**src/rtl/node_port_arbiter_if.sv**
```systemverilog
// Handshake and strobe bundle between the three instruction sources, the arbiter
// and the node controller.
interface node_port_arbiter_if #(
    parameter int unsigned WIDTH     = 32,
    parameter int unsigned CNT_WIDTH = 16
);
    logic                 cs_left;
    logic                 cs_right;
    logic                 cs_self;
    logic [WIDTH-1:0]     data_left;
    logic [WIDTH-1:0]     data_right;
    logic [WIDTH-1:0]     data_self;
    logic                 out_ready;
    logic                 out_valid;
    logic [WIDTH-1:0]     out_data;
    logic [1:0]           out_src;
    logic                 drop_left;
    logic                 drop_right;
    logic                 drop_self;
    logic [2:0]           pending;
    logic [CNT_WIDTH-1:0] fwd_count;

    // Environment side: sources and the node controller.
    modport master (
        output cs_left, cs_right, cs_self, data_left, data_right, data_self, out_ready,
        input  out_valid, out_data, out_src, drop_left, drop_right, drop_self, pending,
               fwd_count
    );

    // Arbiter side.
    modport slave (
        input  cs_left, cs_right, cs_self, data_left, data_right, data_self, out_ready,
        output out_valid, out_data, out_src, drop_left, drop_right, drop_self, pending,
               fwd_count
    );
endinterface

```
**src/rtl/node_port_arbiter.sv**
```systemverilog
// Buffered round-robin arbiter for the left, right and self instruction sources of
// a 1-D interconnect node; one instruction at a time over valid/ready.
module node_port_arbiter #(
    parameter int unsigned WIDTH     = 32,
    parameter int unsigned DEPTH     = 2,
    parameter int unsigned CNT_WIDTH = 16
) (
    input logic               clk,
    input logic               reset_n,
    node_port_arbiter_if.slave bus
);
    localparam int unsigned AddrWidth = $clog2(DEPTH);
    localparam int unsigned PtrWidth  = AddrWidth + 1;

    // Port index 0 = left, 1 = right, 2 = self; source tag is index + 1.
    logic [2:0]           csVec;
    logic [WIDTH-1:0]     dataIn [3];
    logic [WIDTH-1:0]     mem [3][DEPTH];
    logic [PtrWidth-1:0]  wrPtr [3];
    logic [PtrWidth-1:0]  rdPtr [3];
    logic [2:0]           notEmpty;
    logic [2:0]           isFull;
    logic [2:0]           push;
    logic [2:0]           pop;
    logic [2:0]           dropQ;

    logic [1:0]           lastGrant;
    logic                 outValidQ;
    logic [WIDTH-1:0]     outDataQ;
    logic [1:0]           outSrcQ;
    logic [CNT_WIDTH-1:0] fwdCountQ;

    logic                 loadEn;
    logic                 grantValid;
    logic [1:0]           grantIdx;
    logic [1:0]           cand;
    logic [WIDTH-1:0]     headData;

    assign csVec     = {bus.cs_self, bus.cs_right, bus.cs_left};
    assign dataIn[0] = bus.data_left;
    assign dataIn[1] = bus.data_right;
    assign dataIn[2] = bus.data_self;

    always_comb begin
        for (int p = 0; p < 3; p++) begin
            notEmpty[p] = wrPtr[p] != rdPtr[p];
            isFull[p]   = (wrPtr[p][AddrWidth] != rdPtr[p][AddrWidth]) &&
                          (wrPtr[p][AddrWidth-1:0] == rdPtr[p][AddrWidth-1:0]);
            // A full FIFO still takes a push when its head leaves in the same cycle.
            push[p]     = csVec[p] && (!isFull[p] || pop[p]);
        end
    end

    assign loadEn = !outValidQ || bus.out_ready;

    // Search starts one past the last grant and wraps left -> right -> self.
    always_comb begin
        grantValid = 1'b0;
        grantIdx   = lastGrant;
        cand       = lastGrant;
        for (int k = 0; k < 3; k++) begin
            cand = (cand == 2'd2) ? 2'd0 : cand + 2'd1;
            if (!grantValid && notEmpty[cand]) begin
                grantValid = 1'b1;
                grantIdx   = cand;
            end
        end
    end

    always_comb begin
        pop = 3'b000;
        if (loadEn && grantValid) begin
            pop = 3'b001 << grantIdx;
        end
    end

    assign headData = mem[grantIdx][rdPtr[grantIdx][AddrWidth-1:0]];

    always_ff @(posedge clk) begin
        if (!reset_n) begin
            for (int p = 0; p < 3; p++) begin
                wrPtr[p] <= '0;
                rdPtr[p] <= '0;
            end
            dropQ <= 3'b000;
        end else begin
            for (int p = 0; p < 3; p++) begin
                if (push[p]) begin
                    mem[p][wrPtr[p][AddrWidth-1:0]] <= dataIn[p];
                    wrPtr[p] <= wrPtr[p] + 1'b1;
                end
                if (pop[p]) begin
                    rdPtr[p] <= rdPtr[p] + 1'b1;
                end
                dropQ[p] <= csVec[p] && isFull[p] && !pop[p];
            end
        end
    end

    always_ff @(posedge clk) begin
        if (!reset_n) begin
            outValidQ <= 1'b0;
            outDataQ  <= '0;
            outSrcQ   <= 2'b00;
            lastGrant <= 2'd2;
            fwdCountQ <= '0;
        end else begin
            if (outValidQ && bus.out_ready) begin
                fwdCountQ <= fwdCountQ + 1'b1;
            end
            if (loadEn) begin
                if (grantValid) begin
                    outValidQ <= 1'b1;
                    outDataQ  <= headData;
                    outSrcQ   <= grantIdx + 2'd1;
                    lastGrant <= grantIdx;
                end else begin
                    // Idle: data keeps its last value, only valid and tag clear.
                    outValidQ <= 1'b0;
                    outSrcQ   <= 2'b00;
                end
            end
        end
    end

    assign bus.out_valid  = outValidQ;
    assign bus.out_data   = outDataQ;
    assign bus.out_src    = outSrcQ;
    assign bus.drop_left  = dropQ[0];
    assign bus.drop_right = dropQ[1];
    assign bus.drop_self  = dropQ[2];
    assign bus.pending    = notEmpty;
    assign bus.fwd_count  = fwdCountQ;
endmodule

```
**src/flat_wrapper.sv**
```systemverilog
// flat-port wrapper written by rule: the top's interface ports become plain ports
module node_port_arbiter_flat 
#(
    parameter int unsigned WIDTH     = 32,
    parameter int unsigned DEPTH     = 2,
    parameter int unsigned CNT_WIDTH = 16
)
  (clk, reset_n, bus_cs_left, bus_cs_right, bus_cs_self, bus_data_left, bus_data_right, bus_data_self, bus_out_ready, bus_out_valid, bus_out_data, bus_out_src, bus_drop_left, bus_drop_right, bus_drop_self, bus_pending, bus_fwd_count);
  node_port_arbiter_if #(.WIDTH(WIDTH), .CNT_WIDTH(CNT_WIDTH)) bus_i ();
  input logic clk;
  input logic reset_n;
  input wire logic [$bits(bus_i.cs_left)-1:0] bus_cs_left;
  input wire logic [$bits(bus_i.cs_right)-1:0] bus_cs_right;
  input wire logic [$bits(bus_i.cs_self)-1:0] bus_cs_self;
  input wire logic [$bits(bus_i.data_left)-1:0] bus_data_left;
  input wire logic [$bits(bus_i.data_right)-1:0] bus_data_right;
  input wire logic [$bits(bus_i.data_self)-1:0] bus_data_self;
  input wire logic [$bits(bus_i.out_ready)-1:0] bus_out_ready;
  output wire logic [$bits(bus_i.out_valid)-1:0] bus_out_valid;
  output wire logic [$bits(bus_i.out_data)-1:0] bus_out_data;
  output wire logic [$bits(bus_i.out_src)-1:0] bus_out_src;
  output wire logic [$bits(bus_i.drop_left)-1:0] bus_drop_left;
  output wire logic [$bits(bus_i.drop_right)-1:0] bus_drop_right;
  output wire logic [$bits(bus_i.drop_self)-1:0] bus_drop_self;
  output wire logic [$bits(bus_i.pending)-1:0] bus_pending;
  output wire logic [$bits(bus_i.fwd_count)-1:0] bus_fwd_count;
  assign bus_i.cs_left = bus_cs_left;
  assign bus_i.cs_right = bus_cs_right;
  assign bus_i.cs_self = bus_cs_self;
  assign bus_i.data_left = bus_data_left;
  assign bus_i.data_right = bus_data_right;
  assign bus_i.data_self = bus_data_self;
  assign bus_i.out_ready = bus_out_ready;
  assign bus_out_valid = bus_i.out_valid;
  assign bus_out_data = bus_i.out_data;
  assign bus_out_src = bus_i.out_src;
  assign bus_drop_left = bus_i.drop_left;
  assign bus_drop_right = bus_i.drop_right;
  assign bus_drop_self = bus_i.drop_self;
  assign bus_pending = bus_i.pending;
  assign bus_fwd_count = bus_i.fwd_count;
  node_port_arbiter #(.WIDTH(WIDTH), .DEPTH(DEPTH), .CNT_WIDTH(CNT_WIDTH)) u_core (.clk(clk), .reset_n(reset_n), .bus(bus_i));
endmodule
```
**config.mk**
```make
export PLATFORM = sky130hd
export DESIGN_NAME = node_port_arbiter_flat
export DESIGN_NICKNAME = d
export VERILOG_FILES = /design/src/rtl/node_port_arbiter_if.sv /design/src/rtl/node_port_arbiter.sv /design/src/flat_wrapper.sv
export SDC_FILE = /design/constraint.sdc
export NUM_CORES = 1
export LEC_CHECK = 0
export CAP_MARGIN = 20
export CORE_MARGIN = 2
export CORE_UTILIZATION = 58
export DETAILED_ROUTE_END_ITERATION = 16
export PLACE_DENSITY = 0.85
export SYNTH_ARGS = -nofsm -noshare
export SYNTH_HDL_FRONTEND = slang
export SYNTH_SLANG_ARGS = --single-unit
```
**constraint.sdc**
```tcl
create_clock -name clk -period 10.2 [get_ports clk]
set_input_delay 2.04 -clock clk [delete_from_list [all_inputs] [get_ports clk]]
set_output_delay 2.04 -clock clk [all_outputs]
set_load 0.005 [all_outputs]
```
Yosys cells after proc, flatten, opt, wreduce, memory -nomap -nowiden
Memories as Yosys holds them, arrays and structs flattened.
Index checks and enable logic that the tools add are counted.
{"block": "word_totals", "ff_bits": 56, "ramBits": 204, "input_bits": 102, "out_inout_bits": 57, "wordCells": 141, "memories": 3}
{"memory": "u_core.mem", "words": 3, "word_bits": 64, "rd": 1, "rd_clocked_by_memory_dff": 0, "wr": 3, "line_no": "node_port_arbiter.sv:18", "text": "logic [WIDTH-1:0] mem [3][DEPTH];"}
{"memory": "u_core.rdPtr", "words": 3, "word_bits": 2, "rd": 4, "rd_clocked_by_memory_dff": 0, "wr": 3, "line_no": "node_port_arbiter.sv:20", "text": "logic [PtrWidth-1:0] rdPtr [3];"}
{"memory": "u_core.wrPtr", "words": 3, "word_bits": 2, "rd": 3, "rd_clocked_by_memory_dff": 0, "wr": 3, "line_no": "node_port_arbiter.sv:19", "text": "logic [PtrWidth-1:0] wrPtr [3];"}
{"block": "classes", "n_addsub": 11, "n_lt_le_gt_ge": 10, "eq_ne": 12, "n_shift": 1, "muxes": 55, "n_bitwise": 10, "n_reduce_logical": 33}
{"op": "$mux W32", "count": 6}
{"op": "$mux W64", "count": 3}
{"op": "$demux W32 S1", "count": 3}
{"op": "$mux W1", "count": 26}
{"op": "$mux W2", "count": 13}
{"op": "$add A2 B1 Y2 const B", "count": 10}
{"op": "$logic_and A1 B1 Y1", "count": 19}
{"op": "$add A16 B1 Y16 const B", "count": 1}
{"op": "$logic_not A1 Y1", "count": 9}
{"op": "$lt A2 B3 Y1 const B", "count": 3}
{"op": "$ge A2 B2 Y1 const B", "count": 4}
{"op": "$not A1 Y2", "count": 4}
{"op": "$bmux W1 S2", "count": 3}
{"op": "$eq A2 B2 Y1 const B", "count": 3}
{"op": "$lt A2 B1 Y1 const B", "count": 3}
{"op": "$ne A2 B2 Y1", "count": 3}
{"op": "$or A1 B1 Y1", "count": 6}
{"op": "$logic_or A1 B1 Y1", "count": 4}
{"op": "$eq A1 B1 Y1", "count": 3}
{"op": "$mux W3", "count": 1}
{"op": "$ne A1 B1 Y1", "count": 3}
{"op": "$shl A1 B2 Y3 const A", "count": 1}
{"op": "$reduce_and A2 Y1", "count": 1}

Depth between registers and ports, before layout
Gate-level depths: netlist (run 1).
{"block": "logic_depth", "ltp_word": 19, "mapped_depth": 11, "mapped_depth_nobuf": 8}

Worst setup path after synthesis (run 1)
Ideal clock, no wire load.
{"block": "synth_timing", "kind": "input -> register", "start": "input port bus_out_ready", "end": "memory u_core.mem[2][0] (netlist name) (enable)", "setup_time_ns": 0.421, "arrival_time_ns": 3.976, "required_ns": 9.779, "setup_slack_ns": 5.803, "cell_stages": 5, "path_buffers": 0, "path_cell_list": "nor2b_1 -> a21oi_2 -> a211oi_1 -> nand2b_1 -> nor2_1"}
{"element": "start, declared", "line_no": "flat_wrapper.sv:18", "text": "input wire logic [$bits(bus_i.out_ready)-1:0] bus_out_ready;"}
{"element": "end, declared", "line_no": "node_port_arbiter.sv:18"}

==> results.json, run 1 <==
{
  "outcome": "completed",
  "dr.pass1.iters": 7,
  "post_cts_buffers": 0,
  "numClockSinks": 260,
  "async_reset_ff_share_pct": 0,
  "cts_hold_buf": 0,
  "cellLeakagePower_nw": 4.389,
  "routedWlPerCell_microns": 20.64,
  "dp_hpwl_mm": 14.44,
  "htreeDepth": 1,
  "areaGrowthSynthToFinish_pct": 24.74,
  "die_area_sq_um": 18480,
  "report.power.total_mw": 4.129,
  "power_density_nw_per_um2": 327.9,
  "ys_dominant_reg_cell": "edfxtp_1",
  "insertedDiodeCount": 0,
  "startpoint_type": "register",
  "cts_resized": 0,
  "yosysMostFrequentCell": "edfxtp_1",
  "core_sq_um": 17180,
  "drv_slew": 0,
  "setup_viol": 0,
  "ant_nets": 0,
  "grt_max_degree": 71,
  "instances_no_fill": 1164,
  "synth_common_cells": "204 x edfxtp_1, 148 x nand2_1, 71 x nand3_1",
  "initialDrtViolationCount": 775,
  "pin_count": 159,
  "cts_tree": "yes",
  "synth_top_area_cell": "edfxtp_1",
  "synth_cells": 783,
  "final_layout_size_suffix_gt1_share_pct": 6.603,
  "dpl_worst_slack_ns": 5.650,
  "synth_area_leaders": "edfxtp_1 61%, dfxtp_1 11%, nand2_1 5.5%",
  "grt_pass1_vias": 6845,
  "num-fill-cells": 1115,
  "hold_path.class": "reg -> reg",
  "fin_skew_ns": 0.01970,
  "fmax_ghz": 0.2371,
  "yosysTopAreaCellShare_pct": 60.68,
  "fin_tns_setup_ns": 0,
  "drc": 0,
  "path_clk_slew_ns": 0.06,
  "end_kind": "output port",
  "synth_edf_count": 204,
  "cap_violations": 0,
  "die_h_microns": 135.9,
  "nNetsFinal": 1023,
  "critPathMaxFanout": 4,
  "rows": 48,
  "synth_fp_nets": 886,
  "netlist_area_sq_um": 10090,
  "synth.distinct_cells": 45,
  "routabilityCongestion": 0.8378,
  "period_minus_slack_ns": 4.218,
  "ys_seq_area_share_pct": 71.79,
  "setup_slack_ns": 5.982,
  "cts-root-buf": "clkbuf_16",
  "overflow": 0,
  "wl_mm": 24.03,
  "path_cells": "xor2_1 > nor2_1 > inv_1 > clkdlybuf4s50_1",
  "worstPathArrival_ns": 2.18,
  "die_x_microns": 135.9,
  "max_stage_delay_ns": 0.50,
  "vias": 6935,
  "ys_warn_count": 0,
  "io_buffers": 158,
  "grt_pass1_wl_mm": 36.66,
  "worst_ep_required_time_ns": 8.16,
  "tightest_slew_ns": 1.105,
  "hold_viol_final": 0,
  "ir_drop_mv": 0.2538,
  "grt_usage_pct": 26.36,
  "finalCritPeriodShare_pct": 41.35,
  "final_util_pct": 73.31,
  "numCtsBuffers": 25,
  "crit_type": "reg -> out",
  "clockBufferDepth": 3,
  "synth-seq-cells": 260,
  "rsz0062_at_grt": "no",
  "clk_latency_ns": 0.54,
  "vias_per_cell": 5.958,
  "cp_slowest_cell": "clkdlybuf4s50_1",
  "initial_utilization_pct": 58.77,
  "synth.avg_cell_area_sq_um": 12.89,
  "place_inst": 1118,
  "relSlewSlack_pct": 26.14,
  "antenna_found_initial": 0
}
metal layers:
metal  part of all wire, %  wire [microns]  global-route usage, %  vias to the layer above
met5                     0               0                      0                        -
li1                      -               -                      -                     3156
met3                   8.3            1986                  4.437                       70
met2                    51           12230                  45.79                      357
met1                    37            8968                  33.03                     3352
met4                   3.5             837                  10.82                        0
worst max-delay path: cells and delay by family (launching register included):
| family | cells | cell delay (ns) |
|---|---|---|
| buf+inv | 2 | 0.63 |
| flops | 1 | 0.43 |
| xor+xnor | 1 | 0.41 |
| simple gates | 1 | 0.19 |
flip-flops by register name (all words and copies together), names as in the netlist:
signal                count
u_core.rdPtr              6
u_core.bus.out_src        2
u_core.bus.out_data      32
u_core.bus.out_valid      1
u_core.dropQ              3
u_core.bus.fwd_count     16
u_core.lastGrant          2
u_core.wrPtr              6
u_core.mem              192
where the power goes:
group	total [mW]	internal, mW	leakage [nW]	switching (mW)
Sequential	1.46	1.36	2.34	0.102
Combinational	1.77	0.639	1.65	1.13
Clock	0.904	0.527	0.391	0.378
Total	4.13	2.52	4.39	1.61
per-stage QoR:
stage                     cell area [sq um]  hold WS (ns)
after floorplan                       10090        0.4724
after global placement                11800        0.4723
after detailed placement              11800        0.4791
after CTS                             12590        0.4875
after global routing                  12590        0.5114
final                                 12590        0.4835
worst paths after layout:
path / start / end / slack, ns / cells past startpoint
worst max-delay path: u_core.wrPtr[0][3]$_SDFFCE_PN0P_ / bus_pending[1] / 5.98 / 4
worst min-delay path: u_core.bus.out_src[1]$_SDFFE_PN0N_ / u_core.bus.out_src[1]$_SDFFE_PN0N_ / 0.48 / 2
worst max register to register: u_core.wrPtr[0][4]$_SDFFCE_PN0P_ / u_core.bus.out_data[11]$_SDFFE_PN0N_ / 6.48 / 9
worst min register to register: u_core.bus.out_src[1]$_SDFFE_PN0N_ / u_core.bus.out_src[1]$_SDFFE_PN0N_ / 0.48 / 2
kinds of logic (layout without fill, tap and decap cells):
kind of cell / after synthesis / after routing / synth area share (%)
buf+inv: 63 / 219 / 2.950
fa+ha+maj: 1 / 1 / 0.1239
mux: 1 / 1 / 0.09916
simple gates: 280 / 280 / 12.15
xor+xnor: 28 / 28 / 2.578
compound gates: 150 / 150 / 10.31
flops: 260 / 260 / 71.79
layout by cell type (no fill, tap or decap), types with 2 or more instances in the layout:
cell and instances:
nor2_1 30, xor2_1 14, o21ai_0 34, clkinv_1 2, clkinv_2 4, clkbuf_8 3
nor2_4 6, a21oi_1 4, clkbuf_1 10, inv_1 8, nand4_1 3, bufinv_16 2
nand3_1 71, o211ai_1 65, and3_1 5, clkbuf_16 25, buf_4 5, and2_1 5
clkdlybuf4s50_1 157, dfxtp_1 56, nand2_1 148, xnor2_1 12, nand2b_1 4, and4_1 2
edfxtp_1 204, a211oi_1 2, a31oi_1 34
cell type report:
type,instances,area (sq um),share of cell area [%]
Sequential cell,260,7247,57.55
Multi-Input combinational cell,460,2615,20.77
Timing Repair Buffer,163,1614,12.82
Clock buffer,38,704.4,5.594
Tap cell,225,281.5,2.236
Clock inverter,8,92.59,0.7353
Inverter,10,37.54,0.2981
(Power assumes the default switching activity.)
==> inputs of run 2 (changes only) <==
--- a/config.mk
+++ b/config.mk
@@ -7,9 +7,9 @@
 export LEC_CHECK = 0
 export CAP_MARGIN = 20
 export CORE_MARGIN = 2
-export CORE_UTILIZATION = 58
+export CORE_UTILIZATION = 48
 export DETAILED_ROUTE_END_ITERATION = 16
-export PLACE_DENSITY = 0.85
+export PLACE_DENSITY = 0.75
 export SYNTH_ARGS = -nofsm -noshare
 export SYNTH_HDL_FRONTEND = slang
 export SYNTH_SLANG_ARGS = --single-unit
==> constraint.sdc (replaced) <==
create_clock -name clk -period 3.61 [get_ports clk]
set_input_delay 0.722 -clock clk [delete_from_list [all_inputs] [get_ports clk]]
set_output_delay 0.722 -clock clk [all_outputs]
set_load 0.005 [all_outputs]
==> results.json, run 2 (synthesis gave the netlist of run 1 again) <==
{
  "vias_per_cell": 5.579,
  "numClockSinks": 260,
  "ant_nets": 0,
  "dp_hpwl_mm": 14.82,
  "die_h_microns": 149.0,
  "cp-endpoint": "u_core.mem[2][49]$_DFFE_PP_",
  "cellLeakagePower_nw": 4.514,
  "dr.pass1.iters": 5,
  "hold_path.class": "reg -> reg",
  "nNetsFinal": 1032,
  "critPathMaxFanout": 17,
  "place_inst": 1174,
  "outcome": "completed",
  "drv_slew": 0,
  "vias": 6840,
  "place_area_sq_um": 11950,
  "die_area_sq_um": 22210,
  "numCtsBuffers": 26,
  "pin_count": 159,
  "fin_area_sq_um": 12970,
  "die_x_microns": 149.0,
  "setup_viol": 0,
  "cts_resized": 0,
  "relSlewSlack_pct": 40.90,
  "rsz0062_at_grt": "no",
  "worst_ep_required_time_ns": 3.84,
  "cts_hold_buf": 0,
  "worstReg2RegStart": "u_core.wrPtr[0][0]$_SDFFCE_PN0P_",
  "startpoint_type": "register",
  "end_kind": "register",
  "core_sq_um": 20820,
  "fin_tns_setup_ns": 0,
  "tightest_slew_ns": 0.8865,
  "initial_utilization_pct": 48.48,
  "num-fill-cells": 1585,
  "rows": 53,
  "period_minus_slack_ns": 3.003,
  "drc": 0,
  "areaGrowthSynthToFinish_pct": 28.45,
  "hold_viol_final": 0,
  "grt_pass1_vias": 6718,
  "cts_tree": "yes",
  "antenna_found_initial": 1,
  "power_density_nw_per_um2": 928.6,
  "p_seq_share_pct": 34.1,
  "largest_reg_flops": 192,
  "clockBufferDepth": 3,
  "p_int_mw": 7.518,
  "fmax_ghz": 0.3330,
  "hold_path_depth": 2,
  "grt_max_degree": 89,
  "p_sw_share_pct": 37.57,
  "p_switching_mw": 4.523,
  "path_clk_slew_ns": 0.06,
  "reg2reg_slack_ns": 0.61,
  "overflow": 0,
  "cts-root-buf": "clkbuf_16",
  "clockPowerShare_pct": 24.5,
  "routabilityCongestion": 0.8071,
  "grt_pass1_wl_mm": 36.20,
  "grt_usage_pct": 21.30,
  "routedWlPerCell_microns": 19.53,
  "cp-startpoint": "u_core.wrPtr[0][0]$_SDFFCE_PN0P_",
  "instances_no_fill": 1226,
  "layout_commonest_cell": "edfxtp_1",
  "io_buffers": 158,
  "p_comb_share_pct": 41.4,
  "cap_violations": 0,
  "ff2ff_path_depth": 7,
  "htreeDepth": 1,
  "finalCritPeriodShare_pct": 83.18,
  "initialDrtViolationCount": 730,
  "worstReg2RegEnd": "u_core.mem[2][49]$_DFFE_PP_",
  "fin_skew_ns": 0.009513,
  "worstPathArrival_ns": 3.23,
  "ir_drop_mv": 0.5740,
  "final_cell_mix": "204 x edfxtp_1, 157 x clkdlybuf4s50_1, 148 x nand2_1",
  "clk_latency_ns": 0.53,
  "final_layout_size_suffix_gt1_share_pct": 8.746,
  "crit_type": "reg -> reg",
  "post_cts_buffers": 0,
  "wl_mm": 23.94
}
run 2: cell types whose count changed in the layout (fill, tap and decap cells not counted):
cell	delta
buf_12	+5
buf_16	+1
buf_4	+2
bufinv_16	+4
clkbuf_1	-10
clkbuf_16	+2
clkbuf_8	-2
clkinv_1	-1
clkinv_2	+2
clkinv_4	+1
clkinvlp_4	+7
diode_2	+2
inv_6	-1
run 2: power groups by stage:
stage	Combinational, mW	Clock, mW	Sequential (mW)
2_1_floorplan	3.59	0	4.08
3_3_place_gp	4.77	0	4.15
3_5_place_dp	4.91	0	4.16
4_1_cts	4.96	2.98	4.11
5_1_grt	5.50	3.11	4.15
6_report	4.98	2.95	4.11
run 2: cell type report:
class	count	area, sq um	area share, %
Tap cell	275	344.1	2.654
Clock inverter	20	271.5	2.094
Multi-Input combinational cell	460	2615	20.17
Antenna cell	2	5.005	0.03860
Clock buffer	28	689.4	5.317
Timing Repair Buffer	171	1757	13.55
Sequential cell	260	7247	55.89
Inverter	10	37.54	0.2895
run 2: stage by stage:
stage / hold slack (ns) / util, % / worst slack, ns / total power [mW]
after floorplan: 0.4724 / - / 0.2907 / 7.673
after global placement: 0.4822 / 57.40 / 0.4473 / 8.918
after detailed placement: 0.4918 / 57.40 / 0.4154 / 9.067
after CTS: 0.5023 / 62.02 / 0.4027 / 12.05
after global routing: 0.5505 / 62.25 / 0.4437 / 12.76
final: 0.5030 / 62.27 / 0.6073 / 12.04
run 2: critical path: stages (launching register included):
cell and delay (ns):
edfxtp_1 0.52, xnor2_2 0.27, nor4b_4 0.46, a22o_1 0.23, a211oi_1 0.11, nand2b_1 0.26
nor2_4 0.58, buf_16 0.24
run 2: per-layer routing:
layer	up-vias	GRT usage, %	share of wire [%]
met5	-	0	0
met4	0	6.714	2.4
met3	50	4.006	7.9
met2	314	36.20	49
met1	3282	27.87	41
li1	3194	-	-
run 2: worst min path at each step:
| stage | from | to | slack (ns) |
|---|---|---|---|
| after global placement | u_core.bus.fwd_count[6]$_SDFFE_PN0P_ | u_core.bus.fwd_count[6]$_SDFFE_PN0P_ | 0.48 |
| after CTS | u_core.bus.fwd_count[6]$_SDFFE_PN0P_ | u_core.bus.fwd_count[6]$_SDFFE_PN0P_ | 0.50 |
| after floorplan | u_core.bus.fwd_count[6]$_SDFFE_PN0P_ | u_core.bus.fwd_count[6]$_SDFFE_PN0P_ | 0.47 |
| after detailed placement | u_core.bus.fwd_count[6]$_SDFFE_PN0P_ | u_core.bus.fwd_count[6]$_SDFFE_PN0P_ | 0.49 |
| after global routing | u_core.bus.out_src[1]$_SDFFE_PN0N_ | u_core.bus.out_src[1]$_SDFFE_PN0N_ | 0.55 |
| final | u_core.bus.fwd_count[6]$_SDFFE_PN0P_ | u_core.bus.fwd_count[6]$_SDFFE_PN0P_ | 0.50 |
==> inputs of run 3 (changes only) <==
--- a/config.mk
+++ b/config.mk
@@ -7,9 +7,9 @@
 export LEC_CHECK = 0
 export CAP_MARGIN = 20
 export CORE_MARGIN = 2
-export CORE_UTILIZATION = 48
+export CORE_UTILIZATION = 53
 export DETAILED_ROUTE_END_ITERATION = 16
-export PLACE_DENSITY = 0.75
+export PLACE_DENSITY = 0.79
 export SYNTH_ARGS = -nofsm -noshare
 export SYNTH_HDL_FRONTEND = slang
 export SYNTH_SLANG_ARGS = --single-unit
==> constraint.sdc (replaced) <==
create_clock -name clk -period 3 [get_ports clk]
set_input_delay 0.6 -clock clk [delete_from_list [all_inputs] [get_ports clk]]
set_output_delay 0.6 -clock clk [all_outputs]
set_load 0.005 [all_outputs]
==> results.json, run 3 (synthesis gave the netlist of run 1 again) <==
{
  "fin_area_sq_um": 12960,
  "dp_hpwl_mm": 14.59,
  "layout_commonest_cell": "edfxtp_1",
  "worstPathArrival_ns": 2.23,
  "fin_tns_setup_ns": 0,
  "die_area_sq_um": 20170,
  "place_area_sq_um": 12000,
  "reg2reg_slack_ns": 0.29,
  "path_cells": "xor2_1 > nor2_1 > inv_1 > clkdlybuf4s50_1",
  "initialDrtViolationCount": 592,
  "hold_end": "u_core.dropQ[2]$_SDFF_PN0_",
  "nNetsFinal": 1050,
  "whs_ns": 0.4311,
  "overflow": 0,
  "hold_path_depth": 4,
  "grt_max_degree": 77,
  "vias": 6856,
  "numCtsBuffers": 26,
  "startpoint_type": "register",
  "ir_drop_mv": 1.156,
  "critPathMaxFanout": 4,
  "cap_violations": 0,
  "hold_path.class": "in -> reg",
  "cts_resized": 0,
  "io_buffers": 158,
  "htreeDepth": 1,
  "initial_utilization_pct": 53.97,
  "path_clk_slew_ns": 0.06,
  "hold_viol_final": 0,
  "clockBufferDepth": 3,
  "post_cts_buffers": 0,
  "grt_pass1_wl_mm": 36.73,
  "setup_viol": 0,
  "crit_type": "reg -> out",
  "die_x_microns": 142.0,
  "cts_tree": "yes",
  "largest_reg_flops": 192,
  "fmax_ghz": 0.3539,
  "grt_pass1_vias": 6943,
  "power_density_nw_per_um2": 1127,
  "core_sq_um": 18710,
  "routabilityCongestion": 0.8203,
  "ff2ff_path_depth": 8,
  "insertedDiodeCount": 0,
  "tightest_slew_ns": 0.7442,
  "worst_ep_required_time_ns": 2.40,
  "fin_skew_ns": 0.007387,
  "die_h_microns": 142.0,
  "pin_count": 159,
  "dr.pass1.iters": 5,
  "final_cell_mix": "204 x edfxtp_1, 157 x clkdlybuf4s50_1, 148 x nand2_1",
  "worstReg2RegEnd": "u_core.bus.out_data[6]$_SDFFE_PN0N_",
  "cts_hold_buf": 0,
  "final_util_pct": 69.30,
  "instances_no_fill": 1201,
  "routedWlPerCell_microns": 19.84,
  "wl_mm": 23.83,
  "cellLeakagePower_nw": 4.593,
  "outcome": "completed",
  "grt_util_met1_pct": 29.83,
  "place_inst": 1151,
  "hp-start": "reset_n",
  "ant_nets": 0,
  "max_stage_delay_ns": 0.51,
  "period_minus_slack_ns": 2.826,
  "vias_per_cell": 5.709,
  "drv_slew": 0,
  "grt_usage_pct": 23.74,
  "clk_latency_ns": 0.53,
  "top_usage_layer": "met2",
  "cts-root-buf": "clkbuf_16",
  "areaGrowthSynthToFinish_pct": 28.42,
  "relSlewSlack_pct": 50.39,
  "grtUsageMet3_pct": 4.307,
  "gr-usage-met2_pct": 42.11,
  "antenna_found_initial": 0,
  "rsz0062_at_grt": "no",
  "end_kind": "output port",
  "rows": 50,
  "cp_slowest_cell": "clkdlybuf4s50_1",
  "drc": 0,
  "numClockSinks": 260,
  "final_layout_size_suffix_gt1_share_pct": 9.824,
  "finalCritPeriodShare_pct": 94.19,
  "worstReg2RegStart": "u_core.wrPtr[0][3]$_SDFFCE_PN0P_",
  "num-fill-cells": 1285
}
-- run 3: worst max path at each step --
stage	start	endpoint	slack (ns)	cells past startpoint
final	u_core.wrPtr[0][3]$_SDFFCE_PN0P_	bus_pending[1]	0.17	4
after global routing	u_core.wrPtr[0][3]$_SDFFCE_PN0P_	bus_pending[1]	0.08	4
after CTS	u_core.wrPtr[0][3]$_SDFFCE_PN0P_	u_core.mem[2][27]$_DFFE_PP_	0.004	7
after detailed placement	bus_out_ready	u_core.mem[2][11]$_DFFE_PP_	-0.0009	6
after global placement	bus_out_ready	u_core.mem[2][41]$_DFFE_PP_	0.07	6
after floorplan	u_core.rdPtr[1][0]$_SDFFCE_PP0P_	u_core.mem[2][0]$_DFFE_PP_	-0.32	6
-- run 3: cell type report --
cell class / instances / area (sq um) / area share (%)
well taps: 234 / 292.8 / 2.258
inverters: 10 / 37.54 / 0.2895
repair buffers: 189 / 1854 / 14.30
clock buffers: 34 / 700.7 / 5.405
clock inverters: 14 / 216.5 / 1.670
flip-flops and latches: 260 / 7247 / 55.90
multi-input cells: 460 / 2615 / 20.17
-- run 3: critical path, delay by kind of cell (launching register included) --
kind | cells | cell delay, ns
XOR/XNOR | 1 | 0.44
buffers and inverters | 2 | 0.62
flip-flops | 1 | 0.44
AND/OR/NAND/NOR | 1 | 0.19
-- run 3: report_power, final --
group / switching [mW] / total (mW) / internal (mW) / leakage (nW)
sequential: 0.294 / 4.90 / 4.60 / 2.34
combinational: 3.88 / 6.30 / 2.42 / 1.80
clock: 1.33 / 3.41 / 2.09 / 0.447
-- run 3: routing by layer --
metal | share of wire (%) | routed length, microns | up-vias
li1 | - | - | 3222
met1 | 41 | 9704 | 3345
met2 | 51 | 12080 | 244
met3 | 6.1 | 1456 | 45
met4 | 2.5 | 590 | 0
met5 | 0 | 0 | -
-- run 3: through the flow --
stage               worst slack, ns  power [mW]
global route                0.08130       15.44
detailed placement       -0.0008857       11.15
global placement            0.06758       10.90
floorplan                   -0.3193       9.235
CTS                        0.003554       14.62
finish                       0.1742       14.60
==> variant, RTL diff (config.mk and constraints of run 2) <==
`WIDTH` is set to 32 in 3 places; all go to 16.
--- a/src/rtl/node_port_arbiter_if.sv
+++ b/src/rtl/node_port_arbiter_if.sv
@@ -2,5 +2,5 @@
 // and the node controller.
 interface node_port_arbiter_if #(
-    parameter int unsigned WIDTH     = 32,
+    parameter int unsigned WIDTH     = 16,
     parameter int unsigned CNT_WIDTH = 16
 );
--- a/src/rtl/node_port_arbiter.sv
+++ b/src/rtl/node_port_arbiter.sv
@@ -2,5 +2,5 @@
 // a 1-D interconnect node; one instruction at a time over valid/ready.
 module node_port_arbiter #(
-    parameter int unsigned WIDTH     = 32,
+    parameter int unsigned WIDTH     = 16,
     parameter int unsigned DEPTH     = 2,
     parameter int unsigned CNT_WIDTH = 16
--- a/src/flat_wrapper.sv
+++ b/src/flat_wrapper.sv
@@ -2,5 +2,5 @@
 module node_port_arbiter_flat 
 #(
-    parameter int unsigned WIDTH     = 32,
+    parameter int unsigned WIDTH     = 16,
     parameter int unsigned DEPTH     = 2,
     parameter int unsigned CNT_WIDTH = 16
Interface: changed (resized bus_data_left, bus_data_right, bus_data_self and bus_out_data); port bits go from 159 to 95. No check against the original RTL was run, so the function may have changed too.
==> variant against run 2 <==
- first-iteration DRC count fell by 39%
- setup slack gained 50 ps
- synthesized area is 40% lower
- total power shrank 39%
- routed wire length shrank 40%
- critical endpoint is now u_core.mem[2][10]
- critical path type unchanged
- synthesized cell count shrank 35%
- sequential cell count fell by 112
- via count shrank 35%
- design area shrank 40%
==> variant: results (changes against run 2) <==
crit_path_end: "u_core.mem[2][10]"
synth_adder_area_share_pct: 0.2071  # +0.083 points
largest_register_ffs: 96  # -50%
timing_worst_slew_pin_value_ps: 578.6  # -307.8 ps
grt_pass1_wl_mm: 22.32  # -38%
drtIter0Drc: 447  # -39%
synth-compound-area-share_pct: 13.34  # +3.0 points
drt-vias-per-instance: 5.602  # +0.41%
antenna-diode-count: 0  # -2
worst-path-max-fanout: 16  # -1
place_ws_ps: 684.4  # +269.0 ps
dr.pass1.iters: 7  # +2
hold_slack_ps: 486.2  # -16.78 ps
clk-insertion-delay-late_ps: 420  # -110 ps
p_leak_nw: 2.706  # -40%
power.total_w: 0.007397  # -39%
overall_global_routing_usage_pct: 22.32  # +1.0 points
status: "finished clean"
synth_seq_area_share_pct: 66.93  # -4.9 points
postSynthCellCount: 509  # -35%
max_clock_freq_mhz: 338.6  # +1.7%
finish.net_count: 665  # -36%
antenna_found_initial: 0  # -1
count_of_filler_cells_inserted_in_the_layout: 899  # -43%
muxShareOfSynthArea_pct: 0  # -0.099 points
grt_start_max_net_pins: 38  # -57%
r2r_slack_ps: 660  # +50 ps
synth_area_leaders: "edfxtp_1 54%, dfxtp_1 13%, nand2_1 4.5%"
clock_share_of_power_pct: 25.5  # +1.0 points
syn-num-nets: 564  # -36%
place.gp.congestion: 0.8797  # +9.0%
timing.critical_path.from: "u_core.rdPtr[0][0]"
ctsHtreeMaxLevel: 4  # +3
clock_path_buffers: 2  # -1
multiInputGateArea_mm2: 0.001838  # -30%
finish.cell_count_without_fillers: 791  # -35%
synthXorXnorAreaFrac_pct: 3.603  # +1.0 points
cts-buffers-inserted: 17  # -35%
dpl-instance-area_mm2: 0.007179  # -40%
critPathSlowestCell: "edfxtp_1"
synth.top_cells.by_count: "108 x edfxtp_1, 72 x nand2_1, 64 x nor2_1"
number_of_enable_type_register_cells_in_the_synthesized_netlist: 108  # -47%
clock_skew_ps: 8.101  # -1.411 ps
p_sw_share_pct: 36.91  # -0.66 points
post-place-cells: 759  # -35%
drt-wirelength-per-cell_um: 18.15  # -7.1%
variant: cell types whose count changed in the layout (fill, tap and decap cells not counted), moves of 10 or more:
cell | run 2 | this run
a21oi_1 | 4 | 25
a311o_1 | 0 | 16
buf_4 | 7 | 18
clkbuf_16 | 27 | 17
clkdlybuf4s50_1 | 157 | 94
dfxtp_1 | 56 | 40
edfxtp_1 | 204 | 108
nand2_1 | 148 | 72
nand3_1 | 71 | 12
nor2_1 | 30 | 64
o211ai_1 | 65 | 1
variant: cell type report:
class	count	share of cell area, %
clock buffer	19	5.538
clock inverter	13	2.625
inverter	3	0.1440
multi-input combinational	328	23.51
sequential	148	51.73
tap	168	2.689
timing repair buffer	112	13.76
variant: routing by layer:
layer  GRT usage (%)  routed length, µm
met1           28.12               5880
met5               0                  0
met4           9.286                216
met2           35.87               6960
met3           7.213               1298
